<file path="config.mk">
export PLATFORM = sky130hd
export DESIGN_NAME = scene_layer_scroller
export DESIGN_NICKNAME = d
export VERILOG_FILES = /design/src/rtl/scene_pkg.sv /design/src/rtl/scroll_layer_addr.sv /design/src/rtl/scene_layer_scroller.sv
export SDC_FILE = /design/constraint.sdc
export NUM_CORES = 1
export LEC_CHECK = 0
export ABC_CLOCK_PERIOD_IN_PS = 5300
export CAP_MARGIN = 20
export CORE_MARGIN = 5
export CORE_UTILIZATION = 58
export DETAILED_ROUTE_END_ITERATION = 12
export GPL_ROUTABILITY_DRIVEN = 0
export PLACE_DENSITY_LB_ADDON = 0.25
export SLEW_MARGIN = 20
export SYNTH_ARGS = -nofsm -noshare
export SYNTH_HDL_FRONTEND = slang
export SYNTH_SLANG_ARGS = --single-unit
</file>
<file path="constraint.sdc">
create_clock -name clk -period 5.3 [get_ports clk]
set_input_delay 1.06 -clock clk [delete_from_list [all_inputs] [get_ports clk]]
set_output_delay 1.06 -clock clk [all_outputs]
set_load 0.005 [all_outputs]
</file>
<file path="src/rtl/scene_pkg.sv">
// Shared encodings and screen constants for the parallax scene renderer.
package scene_pkg;

    localparam int COLOR_W       = 12;
    localparam int SCREEN_W      = 640;
    localparam int SCREEN_H      = 480;
    localparam int LAYER_FIELD_W = 10;

    typedef enum logic [1:0] {
        GAME_INITIAL = 2'd0,
        GAME_PLAYING = 2'd1,
        GAME_OVER    = 2'd2
    } game_state_e;

endpackage

</file>
<file path="src/rtl/scroll_layer_addr.sv">
// One scrolling layer: pending/active offsets, column phase and row base,
// producing a registered ROM address and band-hit bit per pixel.
module scroll_layer_addr
    import scene_pkg::*;
#(
    parameter int          X_W    = 10,
    parameter int          Y_W    = 9,
    parameter int          ADDR_W = 16,
    parameter int unsigned Y0     = 286,
    parameter int unsigned H      = 80,
    parameter int unsigned WRAP   = 278,
    parameter int unsigned SPEED  = 1
) (
    input  logic              clk,
    input  logic              rst,
    input  logic              tick,
    input  logic [1:0]        game_state,
    input  logic              frame_start,
    input  logic              pix_valid,
    input  logic [X_W-1:0]    x,
    input  logic [Y_W-1:0]    y,
    output logic [ADDR_W-1:0] addr,
    output logic              hit
);

    localparam logic [X_W:0] WRAP_X = (X_W+1)'(WRAP);

    logic [X_W-1:0]    pend_q, pend_d, act_q, act_d, phase_q, phase_d;
    logic [ADDR_W-1:0] row_q, row_d, addr_q, addr_d;
    logic              hit_q, hit_d;
    logic [X_W:0]      sum;
    logic [31:0]       y_u;
    logic              in_band;

    assign y_u     = 32'(y);
    assign in_band = (y_u >= Y0) && (y_u < Y0 + H);

    always_comb begin
        pend_d  = pend_q;
        act_d   = act_q;
        phase_d = phase_q;
        row_d   = row_q;
        addr_d  = addr_q;
        hit_d   = 1'b0;
        sum     = {1'b0, pend_q} + (X_W+1)'(SPEED);

        if (tick) begin
            case (game_state)
                GAME_INITIAL: pend_d = '0;
                GAME_PLAYING: pend_d = (sum >= WRAP_X) ? X_W'(sum - WRAP_X) : sum[X_W-1:0];
                default: ;
            endcase
        end

        // The latch at (0,0) takes the old pending value; a tick on that
        // same cycle only lands in the next frame.
        if (frame_start)
            act_d = pend_q;

        if (pix_valid) begin
            if (x == '0) begin
                phase_d = frame_start ? pend_q : act_q;
                if (y_u == Y0)
                    row_d = '0;
                else if (in_band)
                    row_d = row_q + ADDR_W'(WRAP);
            end else begin
                phase_d = (phase_q == X_W'(WRAP - 1)) ? '0 : phase_q + X_W'(1);
            end
            if (in_band) begin
                addr_d = row_d + ADDR_W'(phase_d);
                hit_d  = 1'b1;
            end
        end
    end

    always_ff @(posedge clk) begin
        if (rst) begin
            pend_q  <= '0;
            act_q   <= '0;
            phase_q <= '0;
            row_q   <= '0;
            addr_q  <= '0;
            hit_q   <= 1'b0;
        end else begin
            pend_q  <= pend_d;
            act_q   <= act_d;
            phase_q <= phase_d;
            row_q   <= row_d;
            addr_q  <= addr_d;
            hit_q   <= hit_d;
        end
    end

    assign addr = addr_q;
    assign hit  = hit_q;

endmodule

</file>
<file path="src/rtl/scene_layer_scroller.sv">
// Multi-layer parallax renderer: per-layer address generators, day/night bank
// selection, and priority compositing with a colour key (3-cycle latency).
module scene_layer_scroller
    import scene_pkg::*;
#(
    parameter int                             N_LAYERS    = 2,
    parameter int                             X_W         = 10,
    parameter int                             Y_W         = 9,
    parameter int                             ADDR_W      = 16,
    parameter int                             COLOR_W     = scene_pkg::COLOR_W,
    parameter logic [N_LAYERS*10-1:0]         LAYER_Y0    = {10'd400, 10'd286},
    parameter logic [N_LAYERS*10-1:0]         LAYER_H     = {10'd80, 10'd80},
    parameter logic [N_LAYERS*10-1:0]         LAYER_WRAP  = {10'd24, 10'd278},
    parameter logic [N_LAYERS*10-1:0]         LAYER_SPEED = {10'd2, 10'd1},
    parameter logic [COLOR_W-1:0]             SKY_COLOR   = 12'hCC4,
    parameter logic [COLOR_W-1:0]             KEY_COLOR   = 12'h000,
    parameter int                             CYCLE_TICKS = 3000
) (
    input  logic                         clk,
    input  logic                         rst,
    input  logic                         tick,
    input  logic [1:0]                   game_state,
    input  logic                         pix_valid,
    input  logic [X_W-1:0]               x,
    input  logic [Y_W-1:0]               y,
    output logic [N_LAYERS*ADDR_W-1:0]   rom_addr,
    output logic                         rom_bank,
    input  logic [N_LAYERS*COLOR_W-1:0]  rom_data,
    output logic                         out_valid,
    output logic [COLOR_W-1:0]           out_data
);

    localparam int FW    = LAYER_FIELD_W;
    localparam int CNT_W = (CYCLE_TICKS > 1) ? $clog2(CYCLE_TICKS) : 1;

    logic                frame_start;
    logic [N_LAYERS-1:0] hit1, hit2_q, hit2_d;
    logic [CNT_W-1:0]    cnt_q, cnt_d;
    logic                night_q, night_d, bank_q, bank_d;
    logic [2:0]          vld_pipe_q, vld_pipe_d;
    logic [COLOR_W-1:0]  out_data_q, out_data_d, pix, lyr_px;

    assign frame_start = pix_valid && (x == '0) && (y == '0);

    for (genvar gi = 0; gi < N_LAYERS; gi++) begin : g_layer
        scroll_layer_addr #(
            .X_W    (X_W),
            .Y_W    (Y_W),
            .ADDR_W (ADDR_W),
            .Y0     (LAYER_Y0[gi*FW +: FW]),
            .H      (LAYER_H[gi*FW +: FW]),
            .WRAP   (LAYER_WRAP[gi*FW +: FW]),
            .SPEED  (LAYER_SPEED[gi*FW +: FW])
        ) u_layer (
            .clk         (clk),
            .rst         (rst),
            .tick        (tick),
            .game_state  (game_state),
            .frame_start (frame_start),
            .pix_valid   (pix_valid),
            .x           (x),
            .y           (y),
            .addr        (rom_addr[gi*ADDR_W +: ADDR_W]),
            .hit         (hit1[gi])
        );
    end

    always_comb begin
        cnt_d   = cnt_q;
        night_d = night_q;
        bank_d  = bank_q;
        if (tick) begin
            case (game_state)
                GAME_INITIAL: begin
                    cnt_d   = '0;
                    night_d = 1'b0;
                end
                GAME_PLAYING: begin
                    if (cnt_q == CNT_W'(CYCLE_TICKS - 1)) begin
                        cnt_d   = '0;
                        night_d = ~night_q;
                    end else begin
                        cnt_d = cnt_q + CNT_W'(1);
                    end
                end
                default: ;
            endcase
        end
        if (frame_start)
            bank_d = night_q;
    end

    // Ascending scan: the last qualifying layer is the frontmost one.
    always_comb begin
        pix    = SKY_COLOR;
        lyr_px = '0;
        for (int i = 0; i < N_LAYERS; i++) begin
            lyr_px = rom_data[i*COLOR_W +: COLOR_W];
            if (hit2_q[i] && (lyr_px != KEY_COLOR))
                pix = lyr_px;
        end
        vld_pipe_d = {vld_pipe_q[1:0], pix_valid};
        hit2_d     = hit1;
        out_data_d = vld_pipe_q[1] ? pix : out_data_q;
    end

    always_ff @(posedge clk) begin
        if (rst) begin
            cnt_q      <= '0;
            night_q    <= 1'b0;
            bank_q     <= 1'b0;
            vld_pipe_q <= '0;
            hit2_q     <= '0;
            out_data_q <= '0;
        end else begin
            cnt_q      <= cnt_d;
            night_q    <= night_d;
            bank_q     <= bank_d;
            vld_pipe_q <= vld_pipe_d;
            hit2_q     <= hit2_d;
            out_data_q <= out_data_d;
        end
    end

    assign rom_bank  = bank_q;
    assign out_valid = vld_pipe_q[2];
    assign out_data  = out_data_q;

endmodule

</file>
==> impl_results.md <==
- Status: complete, no violations
- Final WL: 21.9 mm
- Fillers: 1,237
- WS Path Type: input port to flip-flop
- Cell Area, Placed: 0.0103 mm²
- Final count of negative-setup-slack endpoints: 0
- Worst path top cell family by delay: simple AND/OR/NAND/NOR gates
- Netlist cell types: 75
- I/O pin total: 95
- Nets: 1,293
- Comb pwr share: 0.064
- Finished Cell Area: 0.0110 mm²
- Critical path data required time: 5.63 ns
- P_sw: 0.575 mW
- Critical Path Max Stage Delay: 0.43 ns
- Static leakage: 3.99 nW
- Worst VDD drop: 259 µV
- XOR/XNOR share of the synthesized area: 0.0796
- Average wire per standard cell: 15.2 µm
- Clock Path Buffers: 2
- Worst setup startpoint: y[5]
- Post-cts resize count: 0
- H-tree depth: 4
- Post-route ant nets: 0
- HP Class: flip-flop to flip-flop
- Fin crit share: 0.911
- Adder-cell area share of the yosys netlist: 0.0465
- RSZ-0062 raised after global routing: false
- Remaining DRCs: 0
- CTS tree: yes
- Mapped Avg Cell Area: 8.01 µm²
- R2R cell count: 13
- Slew @ Worst Pin: 1.00 ns
- Post-Syn Nets: 1,231
- Hold path depth: 1
- Sequential share of power: 0.437
- Number of stages on the worst setup path: 17
- Number of vias in the routed layout: 8,364
- Largest net degree at the start of global routing: 96
- RR Endpoint: g_layer[0].u_layer.addr[12]
- Total inserted antenna cells: 0
- Core Area: 0.0157 mm²
- Vias in the first global route: 7,930
- Post-synth ARST share: 0
- Yosys reg bits: 156
- Synth Flop Type: dfxtp_1
- Sum of buffers and inverters on the critical path: 3
- WP data arrival: 5.15 ns
- Internal power: 2.18 mW
- Tot Pwr: 2.76 mW
- Period minus WS final: 4.83 ns
- Crit path to: g_layer[0].u_layer.addr[12]
- Synth top cells by count: nor2_1, dfxtp_1, nand2_1
- CTS Hold Bufs: 0
- Gr usage total: 0.237
- TritonRoute pass-1 iters: 5
- Most frequent cell after synthesis: nor2_1
- Worst clock skew: 0.00647 ns
- Total grt overflow: 0
- Antenna violations before repair: 0
- DP HPWL: 15.4 mm
- Slack of the worst reg-to-reg path: 1.40 ns
- Worst r2r src: g_layer[0].u_layer.phase_q[0]
- Compound-Gate Fraction of Synth Area: 0.163
- Inserted Clock Buffers: 17
- Number of post-CTS setup repair buffers: 0
- Crit-path most repeated cell: or3_1
- Clock Latency Late Sink: 0.42 ns
- Setup crit start kind: input port
- Synth warn: 0
- Share of power burned in the clock network: 0.500
- DRT iter0 DRCs: 483
- Max Freq: 207 MHz
- Floorplan row count: 46
- Fin. max-slew vios: 0
- CP max-delay cell: clkdlybuf4s50_1
- Max FO, Critical Path: 13
- Clk slew on worst S/H paths: 0.06 ns
- Die ar.: 0.0185 mm²
- Die span in y: 136 µm
- Final hold vios: 0
- Syn Inst Count: 1,149
- Synth top area share: 0.339
- Fraction of layout cells with a size suffix above 1: 0.0523
- Setup TNS: 0 ns
- Register area share after synthesis: 0.339
- Synthesis-to-layout area growth: 19.2%
- EDFF count, synth: 0
- Mapped Area: 0.00921 mm²
- Sw Ratio: 0.209
- Critical Path Sink Type: flip-flop
- Pre-CTS setup slack: 0.164 ns
- Root Buffer: clkbuf_16
- Via/cell ratio: 5.81
- Share of the core filled with cells: 0.698
- Largest area contributor in the netlist: dfxtp_1
- Width of the die: 136 µm
- Max Cap Viol: 0
- PortBufs: 94
- Final setup margin: 0.473 ns
- Clock sinks: 156
- First-pass GRT wire length: 36.6 mm
- Synth top area cells: dfxtp_1, mux2i_1, nor2_1, xnor2_1, ha_1
- Post-synthesis simple-gate area fraction: 0.263
- Cell Chain, Critical Path: clkdlybuf4s50_1, or3_1, nor2_1, nand3_1, nor2_2, buf_12, mux2i_1, o22ai_1, ha_1, inv_1, o21ai_1, a2111oi_0, or3_1, o21ai_1, nand2_1, or3_1, a311oi_1
- Post-synthesis mux area share: 0.0719
- Initial Util: 0.586
- PD cells: 251 mW/mm²
- Largest family of logic cells by synthesized area: simple AND/OR/NAND/NOR gates
- Slew HR: 0.331
==> routing by layer <==
| metal | part of all wire | GRT usage | vias to the layer above | routed length (µm) |
|---|---|---|---|---|
| li1 | - | - | 4218 | - |
| met1 | 0.46 | 0.305 | 3911 | 9990 |
| met2 | 0.49 | 0.403 | 202 | 10700 |
| met3 | 0.040 | 0.0426 | 33 | 882 |
| met4 | 0.016 | 0.0784 | 0 | 361 |
| met5 | 0 | 0 | - | 0 |
==> how the worst min path moves through the flow <==
stage	start	to	slack [ns]
after floorplan	g_layer[0].u_layer.hit	hit2_q[0]	0.41
after global placement	g_layer[0].u_layer.hit	hit2_q[0]	0.42
after detailed placement	g_layer[0].u_layer.hit	hit2_q[0]	0.43
after CTS	g_layer[0].u_layer.hit	hit2_q[0]	0.44
after global routing	vld_pipe_q[0]	vld_pipe_q[1]	0.45
final	g_layer[0].u_layer.hit	hit2_q[0]	0.44
==> sequential cells by signal, indices dropped and copies added (netlist names) <==
| register | cells |
|---|---|
| g_layer.u_layer.act_q | 20 |
| g_layer.u_layer.pend_q | 19 |
| out_data | 12 |
| vld_pipe_q | 3 |
| g_layer.u_layer.phase_q | 20 |
| g_layer.u_layer.addr | 32 |
| hit2_q | 2 |
| g_layer.u_layer.hit | 2 |
| night_q | 1 |
| g_layer.u_layer.row_q | 32 |
| cnt_q | 12 |
| rom_bank | 1 |
==> layout make-up <==
class / count / area [µm²] / share of cell area
Clock inverter: 10 / 211 / 0.0193
Tap cell: 216 / 270 / 0.0246
Sequential cell: 156 / 3120 / 0.285
Timing Repair Buffer: 111 / 1070 / 0.0978
Multi-Input combinational cell: 903 / 5750 / 0.524
Inverter: 22 / 82.6 / 0.00752
Clock buffer: 21 / 460 / 0.0420
==> through the flow <==
step | instances | hold WS [ns]
floorplan | 1149 | 0.414
global placement | 1408 | 0.416
detailed placement | 1408 | 0.426
CTS | 1439 | 0.441
global route | 1439 | 0.449
finish | 1439 | 0.439
==> power groups by stage <==
| stage | sequential [mW] | combinational (mW) | clock (mW) |
|---|---|---|---|
| floorplan | 1.22 | 0.0952 | 0 |
| global placement | 1.23 | 0.173 | 0 |
| detailed placement | 1.23 | 0.176 | 0 |
| CTS | 1.20 | 0.176 | 1.40 |
| global route | 1.21 | 0.192 | 1.46 |
| finish | 1.20 | 0.176 | 1.38 |
==> layout by cell type (no fill, tap or decap), types with 4 or more instances in the layout <==
master	instances
a211o_1	4
a211oi_1	20
a21o_1	4
a21oi_1	69
a22oi_1	8
a311oi_1	9
a31oi_1	7
and2_1	10
and3_1	21
and4_1	5
buf_4	17
bufinv_16	6
clkbuf_16	17
clkdlybuf4s50_1	92
dfxtp_1	156
ha_1	31
inv_1	22
mux2i_1	65
nand2_1	101
nand2b_1	19
nand3_1	50
nand3b_1	6
nand4_1	16
nor2_1	163
nor2b_1	21
nor3_1	27
nor3b_1	7
nor4_1	8
nor4b_1	5
o2111ai_1	4
o211ai_1	5
o21ai_0	36
o21ai_1	7
o21bai_1	7
o221ai_1	5
o22ai_1	20
o31ai_1	5
or3_1	9
xnor2_1	47
xor2_1	34
==> worst reg2reg max path, stage by stage, from the launching register on <==
cell       delay, ns
dfxtp_1         0.40
ha_1            0.18
nand4bb_1       0.11
o41ai_2         0.67
o22ai_1         0.23
ha_1            0.42
a21oi_1         0.10
o21ai_1         0.18
a2111oi_0       0.11
or3_1           0.42
o21ai_1         0.27
nand2_1         0.13
or3_1           0.34
a311oi_1        0.25
==> kinds of logic (layout without fill, tap and decap cells) <==
group | after synthesis | in the layout
compound gates | 233 | 233
xor+xnor | 82 | 82
simple gates | 489 | 489
mux | 66 | 66
fa+ha+maj | 33 | 33
flops | 156 | 156
buf+inv | 90 | 164
Power figures use the tool's default switching activity.
